**config.mk**
```make
export PLATFORM = sky130hd
export DESIGN_NAME = bus_demultiplexer_flat
export DESIGN_NICKNAME = d
export VERILOG_FILES = /design/src/rtl/bus_demultiplexer_if.sv /design/src/rtl/bus_demultiplexer.sv /design/src/flat_wrapper.sv
export SDC_FILE = /design/constraint.sdc
export NUM_CORES = 1
export LEC_CHECK = 0
export CAP_MARGIN = 20
export CORE_UTILIZATION = 48
export DETAILED_ROUTE_END_ITERATION = 6
export DONT_BUFFER_PORTS = 1
export PLACE_DENSITY_LB_ADDON = 0.2
export SLEW_MARGIN = 5
export SYNTH_ARGS = -nofsm -noshare
export SYNTH_HDL_FRONTEND = slang
export SYNTH_SLANG_ARGS = --single-unit
export TNS_END_PERCENT = 5
```
**constraint.sdc**
```tcl
create_clock -name clk -period 1.4 [get_ports clk]
set_input_delay 0.07 -clock clk [delete_from_list [all_inputs] [get_ports clk]]
set_output_delay 0.07 -clock clk [all_outputs]
set_load 0.01 [all_outputs]
```
**src/rtl/bus_demultiplexer_if.sv**
```systemverilog
// Purpose: valid/ready bundle between the result-bus source, the demux and its
//          two write ports (A and B).
// Signals:
//   in_valid/in_ready/in_dest/in_data : source-side handshake and payload
//   out_valid_a/out_ready_a           : port A handshake
//   out_valid_b/out_ready_b           : port B handshake
//   out_data                          : operand shared by both ports
//   discard_count                     : running count of dest=00 transfers
// Modports: master = source and sinks (the environment), slave = the demux.
interface bus_demultiplexer_if #(
  parameter int unsigned WIDTH   = 8,
  parameter int unsigned COUNT_W = 8
);
  logic               in_valid;
  logic               in_ready;
  logic [1:0]         in_dest;
  logic [WIDTH-1:0]   in_data;
  logic               out_valid_a;
  logic               out_ready_a;
  logic               out_valid_b;
  logic               out_ready_b;
  logic [WIDTH-1:0]   out_data;
  logic [COUNT_W-1:0] discard_count;

  modport master (
    output in_valid, in_dest, in_data, out_ready_a, out_ready_b,
    input  in_ready, out_valid_a, out_valid_b, out_data, discard_count
  );

  modport slave (
    input  in_valid, in_dest, in_data, out_ready_a, out_ready_b,
    output in_ready, out_valid_a, out_valid_b, out_data, discard_count
  );
endinterface

```
**src/rtl/bus_demultiplexer.sv**
```systemverilog
// Purpose: routes one operand per valid/ready handshake to port A, port B,
//          both (broadcast) or nowhere (discard, counted), by a 2-bit code.
// Ports:
//   clk  : system clock, rising edge
//   rst  : asynchronous, active-high reset
//   bus  : bus_demultiplexer_if.slave (source handshake, A/B handshakes,
//          shared out_data, discard_count)
// Every output is a flop; nothing on the output side depends combinationally
// on any input.
module bus_demultiplexer #(
  parameter int unsigned WIDTH   = 8,
  parameter int unsigned COUNT_W = 8
) (
  input  logic clk,
  input  logic rst,
  bus_demultiplexer_if.slave bus
);

  // Destination codes; pending uses the same bit layout (bit0 = A, bit1 = B).
  localparam logic [1:0] DEST_DISCARD = 2'b00;
  localparam logic [1:0] PEND_NONE    = 2'b00;

  logic [1:0]         pending_q, pending_d;
  logic [WIDTH-1:0]   data_q, data_d;
  logic [COUNT_W-1:0] count_q, count_d;
  logic               in_ready_q, in_ready_d;
  logic               accept;

  // State registers; in_ready is kept as its own flop mirroring pending==0.
  always_ff @(posedge clk or posedge rst) begin
    if (rst) begin
      pending_q  <= PEND_NONE;
      data_q     <= '0;
      count_q    <= '0;
      in_ready_q <= 1'b1;
    end else begin
      pending_q  <= pending_d;
      data_q     <= data_d;
      count_q    <= count_d;
      in_ready_q <= in_ready_d;
    end
  end

  // Next-state: per-port completion, then capture of a new transfer.
  always_comb begin
    pending_d = pending_q;
    data_d    = data_q;
    count_d   = count_q;
    accept    = bus.in_valid & in_ready_q;

    if (pending_q[0] && bus.out_ready_a) pending_d[0] = 1'b0;
    if (pending_q[1] && bus.out_ready_b) pending_d[1] = 1'b0;

    // Accept only happens with pending empty, so it cannot collide with a
    // completion above.
    if (accept) begin
      if (bus.in_dest == DEST_DISCARD) begin
        count_d = count_q + COUNT_W'(1);
      end else begin
        pending_d = bus.in_dest;
        data_d    = bus.in_data;
      end
    end

    in_ready_d = (pending_d == PEND_NONE);
  end

  assign bus.in_ready      = in_ready_q;
  assign bus.out_valid_a   = pending_q[0];
  assign bus.out_valid_b   = pending_q[1];
  assign bus.out_data      = data_q;
  assign bus.discard_count = count_q;

endmodule

```
**src/flat_wrapper.sv**
```systemverilog
// flat-port wrapper written by rule: the top's interface ports become plain ports
module bus_demultiplexer_flat 
#(
  parameter int unsigned WIDTH   = 8,
  parameter int unsigned COUNT_W = 8
)
  (clk, rst, bus_in_valid, bus_in_dest, bus_in_data, bus_out_ready_a, bus_out_ready_b, bus_in_ready, bus_out_valid_a, bus_out_valid_b, bus_out_data, bus_discard_count);
  bus_demultiplexer_if #(.WIDTH(WIDTH), .COUNT_W(COUNT_W)) bus_i ();
  input  logic clk;
  input  logic rst;
  input wire logic [$bits(bus_i.in_valid)-1:0] bus_in_valid;
  input wire logic [$bits(bus_i.in_dest)-1:0] bus_in_dest;
  input wire logic [$bits(bus_i.in_data)-1:0] bus_in_data;
  input wire logic [$bits(bus_i.out_ready_a)-1:0] bus_out_ready_a;
  input wire logic [$bits(bus_i.out_ready_b)-1:0] bus_out_ready_b;
  output wire logic [$bits(bus_i.in_ready)-1:0] bus_in_ready;
  output wire logic [$bits(bus_i.out_valid_a)-1:0] bus_out_valid_a;
  output wire logic [$bits(bus_i.out_valid_b)-1:0] bus_out_valid_b;
  output wire logic [$bits(bus_i.out_data)-1:0] bus_out_data;
  output wire logic [$bits(bus_i.discard_count)-1:0] bus_discard_count;
  assign bus_i.in_valid = bus_in_valid;
  assign bus_i.in_dest = bus_in_dest;
  assign bus_i.in_data = bus_in_data;
  assign bus_i.out_ready_a = bus_out_ready_a;
  assign bus_i.out_ready_b = bus_out_ready_b;
  assign bus_in_ready = bus_i.in_ready;
  assign bus_out_valid_a = bus_i.out_valid_a;
  assign bus_out_valid_b = bus_i.out_valid_b;
  assign bus_out_data = bus_i.out_data;
  assign bus_discard_count = bus_i.discard_count;
  bus_demultiplexer #(.WIDTH(WIDTH), .COUNT_W(COUNT_W)) u_core (.clk(clk), .rst(rst), .bus(bus_i));
endmodule
```
==> reports/metrics.yaml, run 1 <==
sta:
  fin_setup_tns_ps: 0
  maxSlewHeadroom_pct: 51.3
  hold_viol_final: 0
  skew_ps: 0.750
  fin_crit_ps: 1330
  layout_worst_path_cycle_share_pct: 95.2
  fmax_ghz: 0.750
  slew_violations: 0
  setup_viol: 0
  rsz0062_at_grt: "no"
  worst_pin_slew_ps: 730
cells_and_area:
  drive_gt1_share_pct: 23.4
  multiInputGateArea_um2: 298
  seqCellArea_um2: 477
  fin_area_um2: 980
  antenna_cells: 0
  finalNetCount: 94
  fillers: 118
  syn_to_final_growth_pct: 24.1
global_route:
  grt_pass1_vias: 578
  grt_max_degree: 20
  grt_usage_pct: 18.8
  overflow: 0
  antenna_found_initial: 0
  grt_pass1_wl_um: 2520
synthesis:
  synth_edf_count: 0
  yosys.area_share.adder_pct: 1.58
  yosys.area_share.simple_pct: 13.5
  syn-cell-area_um2: 790
  muxShareOfSynthArea_pct: 13.3
  synth_compound_area_share_pct: 1.58
  synth_top_area_share_pct: 57.1
  synth_top_cell_by_area: "dfrtp_1"
  syn_inst: 58
  yosysWarnings: 0
  synth_ff_type: "dfrtp_1"
  synth_commonest_cells: "18 x dfrtp_1, 8 x mux2_2, 6 x nand2_1, 6 x xnor2_1, 4 x nand4_1"
  syn_nets: 74
  ys_async_sr_fraction_pct: 100
  yosysSeqAreaShare_pct: 60.4
  synth_top_family_by_area: "simple AND/OR/NAND/NOR gates"
  ys_ff_latch: 19
  synth_cell_types: 18
  synth_xor_area_share_pct: 7.77
  synth.most_common_cell: "dfrtp_1"
  synth_area_leaders: "dfrtp_1 57%, mux2_2 11%, xnor2_1 6.7%"
  avgSynthCellArea_um2: 13.6
clocking:
  clk_pin_slew_ps: 100
  cts_inserted_buffers: 3
  root_buffer: "clkbuf_4"
  cts_htree_levels: 1
  clock_latency_ps: 290
  cts_buffer_depth: 2
  cts.sink_count: 19
  cts_tree: "built"
  postCtsSetupBuffers: 0
floorplan:
  num_rows: 14
  core_region_area_um2: 1520
  ioPinCount: 34
  die_y_um: 42.6
  die_area_um2: 1810
  die_width_um: 42.6
  initial_utilization_pct: 51.8
setup_path:
  path_buf_inv: 0
  cp_cell_sequence: "and4bb_2 -> mux2_4"
  required_ps: 1590
  criticalPathCategory: "flop to flop"
  cpPeakStageDelay_ps: 560
  reg2reg_slack_ps: 70
  start_kind: "flop"
  worstPathArrival_ps: 1520
  crit_family: "flip-flops"
  end_kind: "flop"
  critPathMaxFanout: 8
  critPathSlowestCell: "dfstp_2"
detailed_routing:
  vias: 539
  drc: 0
  final_antenna_net_count: 0
  vias_per_cell: 5.80
  firstDrtPassIters: 4
  wl_per_cell_um: 15.3
  wl_um: 1420
  initialDrtViolationCount: 1
placed_design:
  portBuffers: 0
  hpwl_um: 905
  gp_congestion: 0.787
  placed_cell_area_um2: 813
status:
  status: "finished clean"
power:
  p_leak_nw: 0.438
  power_density_nw_per_um2: 1480
  vdd.ir_drop.worst_mv: 0.797
flow_run:
  maxCapViolCount: 0
min_path:
  hold_path_class: "input pin to flop"
path summary, 6_finish.rpt:
check / start / end / cells past startpoint
worst min-delay path: bus_in_valid / u_core.bus.in_ready / 2
worst max register to register: u_core.bus.in_ready / u_core.bus.discard_count[1] / 2
min in group asynchronous: rst / u_core.bus.out_data[3] / 2
worst min register to register: u_core.bus.discard_count[7] / u_core.bus.discard_count[7] / 1
worst max-delay path: u_core.bus.in_ready / u_core.bus.discard_count[1] / 2
max in group asynchronous: rst / u_core.bus.discard_count[0] / 2
area by class of cell:
cell class / count / share of cell area (%)
clock buffer: 4 / 2.68
multi-input combinational: 37 / 30.4
inverter: 1 / 0.383
tap: 16 / 2.04
sequential: 19 / 48.7
timing repair buffer: 16 / 15.8
cells in the final DEF (no fill, tap or decap), drive strengths merged:
master and n:
xor2 1, nand4 4, nand3 2, nor2 1, ha 1, clkbuf 4, and2 1, o211ai 1
dfrtp 18, dlygate4sd3 14, dfstp 1, xnor2 6, buf 2, nor2b 2, nand2 6, and3 2
and4bb 1, inv 1, mux2 9
report_power, final:
part	total (W)	switching (W)	internal [W]	leakage (nW)
combinational	0.000310	0.000126	0.000184	0.187
sequential	0.000860	0.000171	0.000689	0.236
clock	0.000275	0.000164	0.000111	0.0150
total	0.00145	0.000462	0.000984	0.438
metrics by stage:
step / hold slack [ps] / total power (W) / worst slack [ps] / utilization, % / cells
6_report: 146 / 0.00145 / 67.2 / 64.3 / 93
3_3_place_gp: 108 / 0.00114 / 61.3 / 53.4 / 75
5_1_grt: 181 / 0.00153 / 34.7 / 64.3 / 93
4_1_cts: 164 / 0.00145 / 16.3 / 64.3 / 93
3_5_place_dp: 107 / 0.00116 / 34.0 / 53.4 / 75
2_1_floorplan: 20.4 / 0.00106 / 95.5 / - / 58
cells by family (layout without fill, tap and decap cells):
family,count (synthesis),in the layout
fa+ha+maj,1,1
compound gates,1,1
buf+inv,2,21
xor+xnor,7,7
mux,9,9
simple gates,19,19
flops,19,19
metal layers:
layer  up-vias  routed length [µm]  GRT usage (%)  part of all wire (%)
li1        238                   -              -                     -
met1       276                 559           22.4                    39
met2        21                 744           31.4                    52
met3         4                  93           6.03                   6.6
met4         0                  21           7.50                   1.5
met5         -                   0              0                     0
sequential cells by signal, indices dropped and copies added (netlist names):
signal / count
u_core.bus.out_data: 8
u_core.bus.discard_count: 8
u_core.bus.in_ready: 1
u_core.pending_q: 2
repair_timing:
action / in CTS / in global routing
hold buffers: 14 / 0
hold endpoints to repair: 28 / 0
endpoints found under the setup margin: 0 / 5
resized for setup: 0 / 1
Power figures use the tool's default switching activity.
==> run 2: changes to the inputs <==
==> constraint.sdc (replaced) <==
create_clock -name clk -period 1.4 [get_ports clk]
set_input_delay 0.21 -clock clk [delete_from_list [all_inputs] [get_ports clk]]
set_output_delay 0.21 -clock clk [all_outputs]
set_load 0.01 [all_outputs]
==> reports/metrics.yaml, run 2 (synthesized netlist as in run 1, its figures left out) <==
status:
  status: "finished clean"
global_route:
  grt_pass1_wl_um: 2090
  grt_usage_pct: 15.5
  grt_pass1_vias: 491
  grt_max_degree: 20
  antenna_found_initial: 0
  overflow: 0
cells_and_area:
  layout_common_cells: "18 x dfrtp_1, 8 x mux2_2, 6 x xnor2_1, 6 x nand2_1, 4 x nand4_1"
  antenna_cells: 0
  utilization_pct: 55.8
  instances_no_fill: 80
  syn_to_final_growth_pct: 7.77
  drive_gt1_share_pct: 29.7
  layout_commonest_cell: "dfrtp_1"
  multiInputGateArea_um2: 298
  seqCellArea_um2: 477
  fillers: 127
  finalNetCount: 81
placed_design:
  portBuffers: 0
  dp_slack_ps: 44.5
  gp_congestion: 0.771
  dp_cells: 75
floorplan:
  die_area_um2: 1810
  die_width_um: 42.6
  num_rows: 14
  ioPinCount: 34
  die_y_um: 42.6
  initial_utilization_pct: 51.8
  core_region_area_um2: 1520
clocking:
  cts.sink_count: 19
  cts_htree_levels: 1
  cts_inserted_buffers: 3
  root_buffer: "clkbuf_4"
  cts_tree: "built"
  postCtsSetupBuffers: 0
  clock_latency_ps: 290
  cts_buffer_depth: 2
  clk_pin_slew_ps: 100
sta:
  fmax_ghz: 0.751
  setup_viol: 0
  fin_crit_ps: 1330
  rsz0062_at_grt: "no"
  hold_viol_final: 0
  fin_ws_ps: 68.3
  layout_worst_path_cycle_share_pct: 95.1
  slew_violations: 0
  worst_pin_slew_ps: 455
  whs_ps: 57.8
  fin_setup_tns_ps: 0
  maxSlewHeadroom_pct: 69.5
  skew_ps: 0.648
setup_path:
  start_kind: "flop"
  path_buf_inv: 0
  crit_family: "flip-flops"
  worstPathArrival_ps: 1520
  criticalPathCategory: "flop to flop"
  end_kind: "flop"
  critPathMaxFanout: 8
  required_ps: 1590
  cpPeakStageDelay_ps: 560
  cp_cell_sequence: "and4bb_2 -> mux2_4"
  critPathSlowestCell: "dfstp_2"
detailed_routing:
  drc: 0
  final_antenna_net_count: 0
  wl_per_cell_um: 15.4
  wl_um: 1240
  vias: 469
  initialDrtViolationCount: 8
  firstDrtPassIters: 4
  vias_per_cell: 5.86
power:
  seq_power_share_pct: 63.3
  p_clk_share_pct: 19.4
  power_density_nw_per_um2: 1640
  p_sw_w: 0.000454
  p_leak_nw: 0.386
  power_frac_comb_pct: 17.4
  p_sw_share_pct: 32.5
  internal_power_w: 0.000942
  vdd.ir_drop.worst_mv: 1.02
min_path:
  hold_path_class: "input pin to flop"
flow_run:
  maxCapViolCount: 0
==> run 2: changes by cell type in the layout (fill, tap and decap cells not counted) <==
cell	previous run	this run
dlygate4sd3_1	14	1
clkbuf_1	1	0
clkinv_2	0	1
==> run 2: per-layer routing <==
layer / vias to the layer above / GRT usage (%) / wire length (µm)
li1: 211 / - / -
met4: 0 / 7.50 / 0
met3: 0 / 5.60 / 67
met1: 240 / 18.6 / 530
met5: - / 0 / 0
met2: 18 / 24.6 / 637
==> run 2: timing repair <==
item                                    4_1_cts  5_1_grt
resized for setup                             0        1
endpoints found under the setup margin        0        4
hold buffers                                  1        0
endpoints found under the hold margin        18        0
==> run 2: area by class of cell <==
| cell class | count | share of cell area [%] |
|---|---|---|
| Inverter | 1 | 0.441 |
| Timing Repair Buffer | 3 | 2.94 |
| Clock buffer | 3 | 2.65 |
| Multi-Input combinational cell | 37 | 35.0 |
| Tap cell | 16 | 2.35 |
| Clock inverter | 1 | 0.588 |
| Sequential cell | 19 | 56.0 |
==> run 2: stage by stage <==
step                      total power (W)  area (µm²)
after floorplan                   0.00106         790
after global placement            0.00112         813
after detailed placement          0.00114         813
after CTS                         0.00142         851
after global routing              0.00147         851
final                             0.00140         851
==> run 2: worst paths after layout <==
kind	end	startpoint	depth (start not counted)	slack (ps)
worst min register to register	u_core.bus.discard_count[7]	u_core.bus.discard_count[7]	1	530
worst min-delay path	u_core.bus.out_data[7]	bus_in_data[7]	1	60
max in group asynchronous	u_core.bus.in_ready	rst	3	770
worst max register to register	u_core.bus.discard_count[1]	u_core.bus.in_ready	2	70
worst max-delay path	u_core.bus.discard_count[1]	u_core.bus.in_ready	2	70
min in group asynchronous	u_core.bus.out_data[5]	rst	3	380
==> run 2: power groups by stage <==
stage | registers [W] | clock network [W] | logic, W
floorplan | 0.000866 | 0 | 0.000198
global placement | 0.000895 | 0 | 0.000230
detailed placement | 0.000895 | 0 | 0.000243
CTS | 0.000886 | 0.000286 | 0.000246
global route | 0.000902 | 0.000302 | 0.000270
finish | 0.000883 | 0.000271 | 0.000242
==> run 3: changes to the inputs <==
--- a/constraint.sdc
+++ b/constraint.sdc
@@ -3,2 +3,2 @@
 set_output_delay 0.21 -clock clk [all_outputs]
-set_load 0.01 [all_outputs]
+set_load 0.005 [all_outputs]
==> reports/metrics.yaml, run 3 (synthesized netlist as in run 1, its figures left out) <==
status:
  status: "finished clean"
cells_and_area:
  finalNetCount: 81
  layout_commonest_cell: "dfrtp_1"
  antenna_cells: 0
  utilization_pct: 55.7
  syn_to_final_growth_pct: 7.61
  drive_gt1_share_pct: 28.1
  layout_common_cells: "18 x dfrtp_1, 8 x mux2_2, 6 x xnor2_1, 6 x nand2_1, 4 x nand4_1"
global_route:
  grt_pass1_vias: 502
  antenna_found_initial: 0
  overflow: 0
  grt_max_degree: 20
  grt_pass1_wl_um: 2120
  grt_usage_pct: 15.3
sta:
  fin_setup_tns_ps: 0
  worst_pin_slew_ps: 454
  setup_viol: 0
  fin_ws_ps: 58.9
  layout_worst_path_cycle_share_pct: 95.8
  skew_ps: 5.72
  rsz0062_at_grt: "no"
  hold_viol_final: 0
  maxSlewHeadroom_pct: 69.7
  fin_crit_ps: 1340
  fmax_ghz: 0.746
  slew_violations: 0
clocking:
  cts_buffer_depth: 2
  clk_pin_slew_ps: 100
  cts_tree: "built"
  cts_inserted_buffers: 3
  clock_latency_ps: 280
  cts.sink_count: 19
  cts_htree_levels: 1
  postCtsSetupBuffers: 0
  root_buffer: "clkbuf_4"
power:
  power_w: 0.00134
  power_density_nw_per_um2: 1580
  p_leak_nw: 0.384
  vdd.ir_drop.worst_mv: 0.956
placed_design:
  dp_slack_ps: 40.1
  gp_congestion: 0.771
  portBuffers: 0
detailed_routing:
  vias: 458
  firstDrtPassIters: 2
  met1_length_um: 547
  routed.top_layer: "met3"
  drc: 0
  dr_wl_met3_um: 71
  final_antenna_net_count: 0
  wl_um: 1250
  wl_per_cell_um: 15.6
  initialDrtViolationCount: 1
  vias_per_cell: 5.73
  wl_met2_um: 629
floorplan:
  die_width_um: 42.6
  die_area_um2: 1810
  ioPinCount: 34
  initial_utilization_pct: 51.8
  num_rows: 14
  die_y_um: 42.6
  core_region_area_um2: 1520
flow_run:
  maxCapViolCount: 0
setup_path:
  r2r-end: "u_core.bus.discard_count[1]"
  worstPathArrival_ps: 1510
  required_ps: 1570
  reg2reg_slack_ps: 60
  criticalPathCategory: "flop to flop"
  reg2reg_depth: 2
  end_kind: "flop"
  start_kind: "flop"
  crit_start: "u_core.bus.in_ready"
  r2r-start: "u_core.bus.in_ready"
  critPathMaxFanout: 8
min_path:
  holdPathStages: 1
  min_from: "bus_in_data[0]"
  hold_path_end: "u_core.bus.out_data[0]"
  hold_path_class: "input pin to flop"
## run 3: cell count changes in the layout (fill, tap and decap cells not counted), sizes merged
cell and change:
clkbuf +1, clkinv -1
## run 3: per-layer routing
metal | track usage (%) | vias up
met5 | 0 | -
met4 | 5.63 | 0
met3 | 3.45 | 0
met2 | 24.9 | 18
met1 | 19.8 | 227
li1 | - | 213
## run 3: report_power, final
group          switching, W  internal (W)
Combinational     0.0000960      0.000148
Sequential         0.000144      0.000689
Clock              0.000153      0.000110
Total              0.000393      0.000947
## run 3: stage by stage
step / instances / hold slack (ps) / cell area [µm²]
after floorplan: 58 / 160 / 790
after global placement: 75 / 138 / 813
after detailed placement: 75 / 137 / 813
after CTS: 80 / 57.5 / 850
after global routing: 80 / 49.4 / 850
final: 80 / 67.0 / 850
## run 3: what timing repair did
item / CTS / global route
hold buffers: 1 / 0
resized for setup: 0 / 1
endpoints found under the setup margin: 0 / 6
hold endpoints to repair: 18 / 0
## run 3: cell type report
class	instances	area, µm²
Inverter	1	3.75
Timing Repair Buffer	3	25.0
Clock buffer	4	26.3
Fill cell	122	674
Tap cell	16	20.0
Sequential cell	19	477
Multi-Input combinational cell	37	298
## run 3: worst max-delay path, stage by stage, from the launching register on
cell and delay (ps):
dfstp_2 560, and4bb_2 350, mux2_4 320
## run 3: worst max-delay path by stage
| stage | endpoint | slack [ps] | cells past startpoint |
|---|---|---|---|
| floorplan | u_core.bus.discard_count[1] | 120 | 3 |
| global placement | u_core.bus.discard_count[1] | 60 | 2 |
| detailed placement | u_core.bus.discard_count[1] | 40 | 2 |
| CTS | u_core.bus.discard_count[1] | 20 | 2 |
| global route | u_core.bus.discard_count[1] | 40 | 2 |
| finish | u_core.bus.discard_count[1] | 60 | 2 |
